--- config.mk ---
export PLATFORM = sky130hd
export DESIGN_NAME = pipe_ctrl
export DESIGN_NICKNAME = d
export VERILOG_FILES = /design/src/rtl/pipe_ctrl_pkg.sv /design/src/rtl/pipe_ctrl_stall_dec.sv /design/src/rtl/pipe_ctrl.sv
export SDC_FILE = /design/constraint.sdc
export NUM_CORES = 1
export LEC_CHECK = 0
export ABC_AREA = 1
export BUFFER_PORTS_ARGS = -buffer_cell sky130_fd_sc_hd__buf_2
export CORE_ASPECT_RATIO = 2
export CORE_MARGIN = 2
export CORE_UTILIZATION = 49
export CTS_CLUSTER_SIZE = 20
export DETAILED_ROUTE_END_ITERATION = 16
export PLACE_DENSITY = 0.8
export SLEW_MARGIN = 30
export SYNTH_ARGS = -nofsm -noshare
export SYNTH_HDL_FRONTEND = slang
export SYNTH_SLANG_ARGS = --single-unit
export TNS_END_PERCENT = 50
--- constraint.sdc ---
create_clock -name clk -period 2.2 [get_ports clk]
set_input_delay 0.22 -clock clk [delete_from_list [all_inputs] [get_ports clk]]
set_output_delay 0.22 -clock clk [all_outputs]
set_load 0.01 [all_outputs]
--- src/rtl/pipe_ctrl_pkg.sv ---
// Shared definitions for the pipeline controller: stage-register bit positions
// in the stall/flush vectors and the redirect FSM state encoding.
package pipe_ctrl_pkg;

  localparam int NSTG         = 5;
  localparam int STALL_PC     = 0;
  localparam int STALL_IF_ID  = 1;
  localparam int STALL_ID_EX  = 2;
  localparam int STALL_EX_MEM = 3;
  localparam int STALL_MEM_WB = 4;

  typedef enum logic {
    IDLE = 1'b0,
    WAIT = 1'b1
  } state_e;

endpackage

--- src/rtl/pipe_ctrl_stall_dec.sv ---
// Combinational priority decoder: exception > branch > oldest stall requester,
// with the pending-redirect overlay that holds the PC and bubbles IF/ID.
module pipe_ctrl_stall_dec
  import pipe_ctrl_pkg::*;
(
  input  logic            stallreq_if_i,
  input  logic            stallreq_id_i,
  input  logic            stallreq_ex_i,
  input  logic            stallreq_mem_i,
  input  logic            branch_valid_i,
  input  logic            excp_valid_i,
  input  logic            wait_st_i,
  output logic [NSTG-1:0] stall_o,
  output logic [NSTG-1:0] flush_o
);

  always_comb begin
    stall_o = '0;
    flush_o = '0;
    if (excp_valid_i) begin
      flush_o[STALL_MEM_WB:STALL_IF_ID] = '1;
    end else begin
      // The oldest requester freezes everything upstream and bubbles its successor.
      if (stallreq_mem_i) begin
        stall_o[STALL_EX_MEM:STALL_PC] = '1;
        flush_o[STALL_MEM_WB]          = 1'b1;
      end else if (stallreq_ex_i) begin
        stall_o[STALL_ID_EX:STALL_PC] = '1;
        flush_o[STALL_EX_MEM]         = 1'b1;
      end else if (stallreq_id_i) begin
        stall_o[STALL_IF_ID:STALL_PC] = '1;
        flush_o[STALL_ID_EX]          = 1'b1;
      end else if (stallreq_if_i) begin
        stall_o[STALL_PC]    = 1'b1;
        flush_o[STALL_IF_ID] = 1'b1;
      end

      // A MEM stall outranks the branch; younger requesters are squashed by it.
      if (branch_valid_i && !wait_st_i) begin
        if (!stallreq_mem_i) begin
          stall_o = '0;
          flush_o = '0;
        end
        flush_o[STALL_ID_EX] = 1'b1;
        flush_o[STALL_IF_ID] = 1'b1;
      end

      if (wait_st_i) begin
        stall_o[STALL_PC]    = 1'b1;
        flush_o[STALL_IF_ID] = 1'b1;
      end
    end
  end

endmodule

--- src/rtl/pipe_ctrl.sv ---
// Pipeline controller top: stall/flush decode, redirect FSM holding the new PC
// toward IF until accepted, and a saturating stall-cycle counter.
module pipe_ctrl
  import pipe_ctrl_pkg::*;
#(
  parameter int PC_W  = 32,
  parameter int CNT_W = 32
) (
  input  logic             clk,
  input  logic             rst,
  input  logic             stallreq_if,
  input  logic             stallreq_id,
  input  logic             stallreq_ex,
  input  logic             stallreq_mem,
  input  logic             branch_valid,
  input  logic [PC_W-1:0]  branch_target,
  input  logic             excp_valid,
  input  logic [PC_W-1:0]  excp_target,
  input  logic             redirect_ready,
  output logic [NSTG-1:0]  stall,
  output logic [NSTG-1:0]  flush,
  output logic             redirect_valid,
  output logic [PC_W-1:0]  redirect_pc,
  output logic [CNT_W-1:0] stall_cycles
);

  state_e           state_q, state_d;
  logic [PC_W-1:0]  rpc_q, rpc_d;
  logic [CNT_W-1:0] cnt_q, cnt_d;
  logic [NSTG-1:0]  dec_stall, dec_flush;

  function automatic logic [CNT_W-1:0] sat_inc(input logic [CNT_W-1:0] v);
    return (&v) ? v : v + {{(CNT_W-1){1'b0}}, 1'b1};
  endfunction

  pipe_ctrl_stall_dec u_stall_dec (
    .stallreq_if_i  (stallreq_if),
    .stallreq_id_i  (stallreq_id),
    .stallreq_ex_i  (stallreq_ex),
    .stallreq_mem_i (stallreq_mem),
    .branch_valid_i (branch_valid),
    .excp_valid_i   (excp_valid),
    .wait_st_i      (state_q == WAIT),
    .stall_o        (dec_stall),
    .flush_o        (dec_flush)
  );

  assign stall          = rst ? dec_stall : '0;
  assign flush          = rst ? dec_flush : '0;
  assign redirect_valid = (state_q == WAIT);
  assign redirect_pc    = rpc_q;
  assign stall_cycles   = cnt_q;

  // Next state: a new exception always wins and overwrites a pending target.
  always_comb begin
    state_d = state_q;
    rpc_d   = rpc_q;
    cnt_d   = (|dec_stall) ? sat_inc(cnt_q) : cnt_q;
    if (excp_valid) begin
      state_d = WAIT;
      rpc_d   = excp_target;
    end else if (state_q == IDLE && branch_valid && !stallreq_mem) begin
      state_d = WAIT;
      rpc_d   = branch_target;
    end else if (state_q == WAIT && redirect_ready) begin
      state_d = IDLE;
    end
  end

  always_ff @(posedge clk or negedge rst) begin
    if (!rst) begin
      state_q <= IDLE;
      rpc_q   <= '0;
      cnt_q   <= '0;
    end else begin
      state_q <= state_d;
      rpc_q   <= rpc_d;
      cnt_q   <= cnt_d;
    end
  end

endmodule

=== Word-level counts from Yosys, hierarchy flattened ===
Cells that the tools add are included.

* $add $sub $neg: 1
* Multipliers: 0
* Divide/modulo/power cells: 0
* $lt $le $gt $ge: 0
* Equal/unequal tests: 0
* Shift operators: 0
* Mux-type cells: 26
* Bitwise logic cells: 2
* Reductions and logical operators: 11

{| class="wikitable"
|+ Operators by type and width
! cell !! count
|-
| $mux 32 || 2
|-
| $add 32x1->32 const B || 1
|-
| $reduce_and 32->1 || 1
|-
| $mux 5 || 6
|-
| $mux 1 || 12
|-
| $mux 4 || 2
|-
| $mux 3 || 2
|-
| $reduce_or 5->1 || 1
|-
| $logic_and 1x1->1 || 4
|-
| $mux 2 || 2
|-
| $reduce_bool 3->1 || 1
|-
| $logic_not 1->1 || 2
|-
| $not 1->1 || 2
|-
| $reduce_and 2->1 || 1
|-
| $reduce_bool 2->1 || 1
|}

* Register bits: 65
* Bits in latches: 0
* RAM bits: 0
* ROM bits: 0
* Word-level logic and storage cells: 43
* Memories: 0

=== Depth between registers and ports, before layout ===
* Word-level depth: 10
* Mapped depth: 11
* Depth with buffers taken out: 10

=== Hierarchy ===
From an unflattened synthesis, not the netlist that was laid out.

* Cells, all modules: 575
* Area total of the unflattened synthesis: 3882.5 um^2

{| class="wikitable"
|+ By module, submodules not included
! module !! times used !! cells an instance !! area an instance (um^2) !! seq. area each (um^2)
|-
| pipe_ctrl || 1 || 547 || 3758.6 || 1626.6
|-
| pipe_ctrl_stall_dec || 1 || 28 || 123.9 || 0.0
|}

=== Worst setup path before layout ===
No wires, ideal clock.

* Kind: register -> register
* Start point: register cnt_q[0], in the netlist stall_cycles[0]
* End point: register cnt_q[23], in the netlist stall_cycles[23]
* Library setup time: 116 ps
* Data arrival time: 1599 ps
* Data required time: 2084 ps
* Slack: 485 ps
* Cell stages (with the launch flop): 12
* Path buffers: 1
* Clock period less this slack: 1715 ps
* Path through: dfrtp_1 > ha_1 > inv_1 > nor2_4 > nand2_2 > nor2_4 > nand2_4 > nand2_8 > inv_6 > buf_6 > nand2_1 > nand2_1

* Cells in the longest elaborated chain, start to end: 3

{| class="wikitable"
|+ RTL lines
! what !! RTL line !! source
|-
| from (decl) || pipe_ctrl.sv:29 || <nowiki>logic [CNT_W-1:0] cnt_q, cnt_d;</nowiki>
|-
| from (signal assigned) || pipe_ctrl.sv:78 || <nowiki>cnt_q <= cnt_d;</nowiki>
|-
| parallel branches: the longest is 3 deep, another holds $add 32x1->32 || n/a ||
|}

Parallel ways; which one is timed is not known.
A chain may end at the register's enable or synchronous reset.

=== Worst setup path after layout ===
* Start point: register state_q, in the netlist redirect_valid
* End point: output stall[2]

* Cells in the longest elaborated chain, start to end: 5

{| class="wikitable"
|+ RTL lines
! what !! RTL line !! source
|-
| from (decl) || pipe_ctrl.sv:27 || <nowiki>state_e state_q, state_d;</nowiki>
|-
| from (signal assigned) || pipe_ctrl.sv:76 || <nowiki>state_q <= state_d;</nowiki>
|-
| $logic_not 1->1 || pipe_ctrl_stall_dec.sv:39 || <nowiki>if (branch_valid_i && !wait_st_i) begin</nowiki>
|-
| $logic_and 1x1->1 || pipe_ctrl_stall_dec.sv:39 ||
|-
| $mux 5 || pipe_ctrl_stall_dec.sv:39 ||
|-
| $mux 5 || pipe_ctrl_stall_dec.sv:20 || <nowiki>if (excp_valid_i) begin</nowiki>
|-
| $mux 5 || pipe_ctrl.sv:48 || <nowiki>assign stall = rst ? dec_stall : '0;</nowiki>
|-
| to (decl) || pipe_ctrl.sv:20 || <nowiki>output logic [NSTG-1:0] stall,</nowiki>
|}

No other way between the ends.

==> results by group <==
Status
  • Status: completed

Min path
  • Hold EP: redirect_valid$_DFFE_PN0P_
  • Hold Path Depth: 2
  • Min-Delay Startpoint: redirect_ready
  • Worst Hold Class: input pin to flop

Synthesis
  • Synth area leader: dfrtp_1
  • Cell variety after synth: 28
  • Number of synthesized flops with an enable pin: 0
  • Synth cell count leaders: nand2_1 (262), nor2_1 (89), dfrtp_1 (65)
  • Ys flop type: dfrtp_1
  • Seq/Total Area, Yosys: 42.7%
  • Register bit total from synthesis: 65
  • Largest cells by area after synthesis: dfrtp_1 (43%), nand2_1 (26%), nor2_1 (8.8%), a31oi_1 (5.4%), inv_1 (3.2%)
  • Asr flop ratio synth: 100%
  • Post-Syn Instances: 564
  • Share of the synthesized area in the top cell type: around 43%
  • Yosys warnings: 0
  • Mean post-synth cell area: 6.75 um2
  • Syn Std Cell Area: 3800 um2
  • Top-count cell post-synth: nand2_1

STA
  • Tmin final: roughly 2.0 ns
  • Count of final hold-check violations: 0
  • Worst-Margin Slew: 0.566 ns
  • Max transition margin: 62.3%
  • Setup Viol. Count Final: 0
  • Final Max Tran Viols: 0
  • FMAX: 503 MHz
  • Worst Skew: 0.00384 ns
  • Setup TNS: 0 ns
  • RSZ-0062 raised after global routing: no
  • Final period util: 90.4%
  • WHS: around 0.07 ns

Worst setup path
  • R2r setup slk: roughly 0.22 ns
  • CP Launch Type: flop
  • Worst path max stage delay: about 0.48 ns
  • Worst path cell trace: inv_1 -> nand3_1 -> nand2_2 -> buf_4 -> nor3_1 -> buf_2
  • Slowest CP cell: buf_4
  • R2R depth: 10
  • Worst EP arrival: ~1.8 ns
  • WS Path Type: flop to output port
  • FF-to-FF End: stall_cycles[10]$_DFFE_PN0P_
  • Top fanout value on the critical path: between 60 and 70
  • Worst reg2reg path startpoint: stall_cycles[0]$_DFFE_PN0P_
  • Worst EP required: 1.98 ns
  • Setup crit end kind: output port

Placed design
  • Placed standard-cell area: 4570 um2
  • Post-DP HPWL: 8270 um
  • I/O Buffers: 145
  • Gp weighted congestion: 0.859

Floorplan
  • Die X: 66.3 um
  • # IOs: 148
  • Die area: 8530 um2
  • FP Rows: 45
  • Vert. Die Dim: between 100 and 150 um
  • Initial Utilization: 50.4%
  • Core Region: roughly 7500 um2

Clock network
  • Cts repair resizes: 0
  • Clock slew at reported path FFs: 0.05 ns
  • Post-CTS setup buffer count: 0
  • Clk Latency, worst-skew pair: 0.33 ns
  • CTS Hold Buffers Added: 0
  • Htree depth: 3
  • Num CTS Buffers: 9
  • TritonCTS clock tree: built
  • Num Clock Sinks: 65
  • Clock tree buffer depth: 2
  • Root Buffer: clkbuf_16

Global route
  • GRT Residual Overflow: 0
  • Vias in the first global route: 4079
  • Global-route wire length before repair: 18300 um
  • Largest net degree at the start of global routing: 67
  • Initial antenna violation count: 0
  • Total Routing Usage GR: 28.0%

Cells and area
  • Post-route cell area: 4920 um2
  • Layout Nets: 781
  • Share of post-route cells with drive strength above 1: 24.9%
  • Number of diodes: 0
  • Fin util: 65.2%
  • Area grow syn2layout: 29.3%

Routing
  • Iter 0 DRT Violations: 281
  • Drt drc: 0
  • Post-DR wirelength/cell: 13.5 um
  • Detail Route Antenna Nets: 0
  • First-pass iteration count of the detailed router: 4
  • Final wirelength: 10900 um
  • Via/cell ratio: 5.10
  • Routed vias: 4114

Run
  • # Max-Cap Violations: 0

Power
  • Maximum VDD drop: 518 uV
  • Pwr dens: 721 nW/um2
  • Internal power: between 2 and 3 mW
  • Leak Pwr: 2.54 nW
  • Switching portion of total power: 28.0%
  • Clk network pwr share: 42.6%
  • Switch Pwr: around 990 uW
  • Logic pwr share: 17.3%
  • Sequential Power Share: 40.1%
==> metal layers <==
metal	vias up	global-route usage [%]	part of all wire [%]
met5	-	0	0
met4	0	15.2	3.2
met3	32	4.72	5.7
met2	172	49.9	55
met1	1866	30.5	36
li1	2044	-	-
==> stage by stage <==
| step | instances | power [mW] | worst slack (ns) |
|---|---|---|---|
| floorplan | 565 | 1.77 | 0.485 |
| global placement | 788 | 2.03 | 0.342 |
| detailed placement | 788 | 2.05 | 0.266 |
| CTS | 804 | 3.57 | 0.178 |
| global route | 806 | 3.71 | 0.0202 |
| finish | 806 | 3.55 | 0.212 |
==> worst max path at each step <==
stage	from	endpoint	cells after the start	slack, ns
after floorplan	stall_cycles[0]$_DFFE_PN0P_	stall_cycles[23]$_DFFE_PN0P_	11	0.48
after global placement	stall_cycles[0]$_DFFE_PN0P_	stall_cycles[31]$_DFFE_PN0P_	10	0.34
after detailed placement	stall_cycles[0]$_DFFE_PN0P_	stall_cycles[25]$_DFFE_PN0P_	10	0.27
after CTS	redirect_valid$_DFFE_PN0P_	stall[2]	6	0.18
after global routing	stall_cycles[0]$_DFFE_PN0P_	stall_cycles[28]$_DFFE_PN0P_	10	0.02
final	redirect_valid$_DFFE_PN0P_	stall[2]	6	0.21
==> sequential cells by signal, summed over array words and instances, names as in the netlist <==
signal / cells
redirect_pc: 32
stall_cycles: 32
redirect_valid: 1
==> cell families (layout without fill, tap and decap cells) <==
kind of cell / after synthesis / in the layout / share of synthesized area [%]
and+or+nand+nor: 386 / 386 / 40.4
DFF: 65 / 65 / 42.7
buffers and inverters: 55 / 202 / 6.74
AOI/OAI and AO/OA: 44 / 44 / 6.87
xor gates and xnor gates: 12 / 12 / 2.76
adders and majority gates: 1 / 1 / 0.329
other: 1 / 2 / 0.0986
==> cells in the final DEF (no fill, tap or decap), types with 3 or more instances in the layout <==
master | Yosys | layout
clkbuf_16 | 0 | 9
xnor2_1 | 5 | 5
nand3_1 | 20 | 20
a21oi_1 | 3 | 3
dfrtp_1 | 65 | 65
buf_2 | 3 | 145
nand2_1 | 262 | 261
buf_4 | 3 | 5
nor2_1 | 89 | 89
o21ai_0 | 8 | 8
inv_1 | 32 | 32
nor2_2 | 3 | 3
nand2_2 | 2 | 3
a31oi_1 | 33 | 33
xor2_1 | 7 | 7
==> power by group through the flow <==
stage                     registers [mW]  clock network [mW]  logic, mW
after floorplan                     1.48                   0      0.291
after global placement              1.43                   0      0.601
after detailed placement            1.44                   0      0.614
after CTS                           1.42                1.53      0.615
after global routing                1.44                1.59      0.688
final                               1.42                1.51      0.615
==> worst max-delay path, delay by kind of cell, from the launching register on <==
kind | cells | cell delay [ns]
buffers and inverters | 3 | 0.75
flip-flops | 1 | 0.39
AND/OR/NAND/NOR | 3 | 0.29
==> final cells by class <==
class                   instances  area (um2)
fillers                       692        2630
well taps                      94         118
multi-input cells             445        1930
clock inverters                 5        80.1
clock buffers                  11         233
flip-flops and latches         65        1630
repair buffers                152         801
inverters                      34         133
No activity file was read; power rests on OpenSTA's default activity.
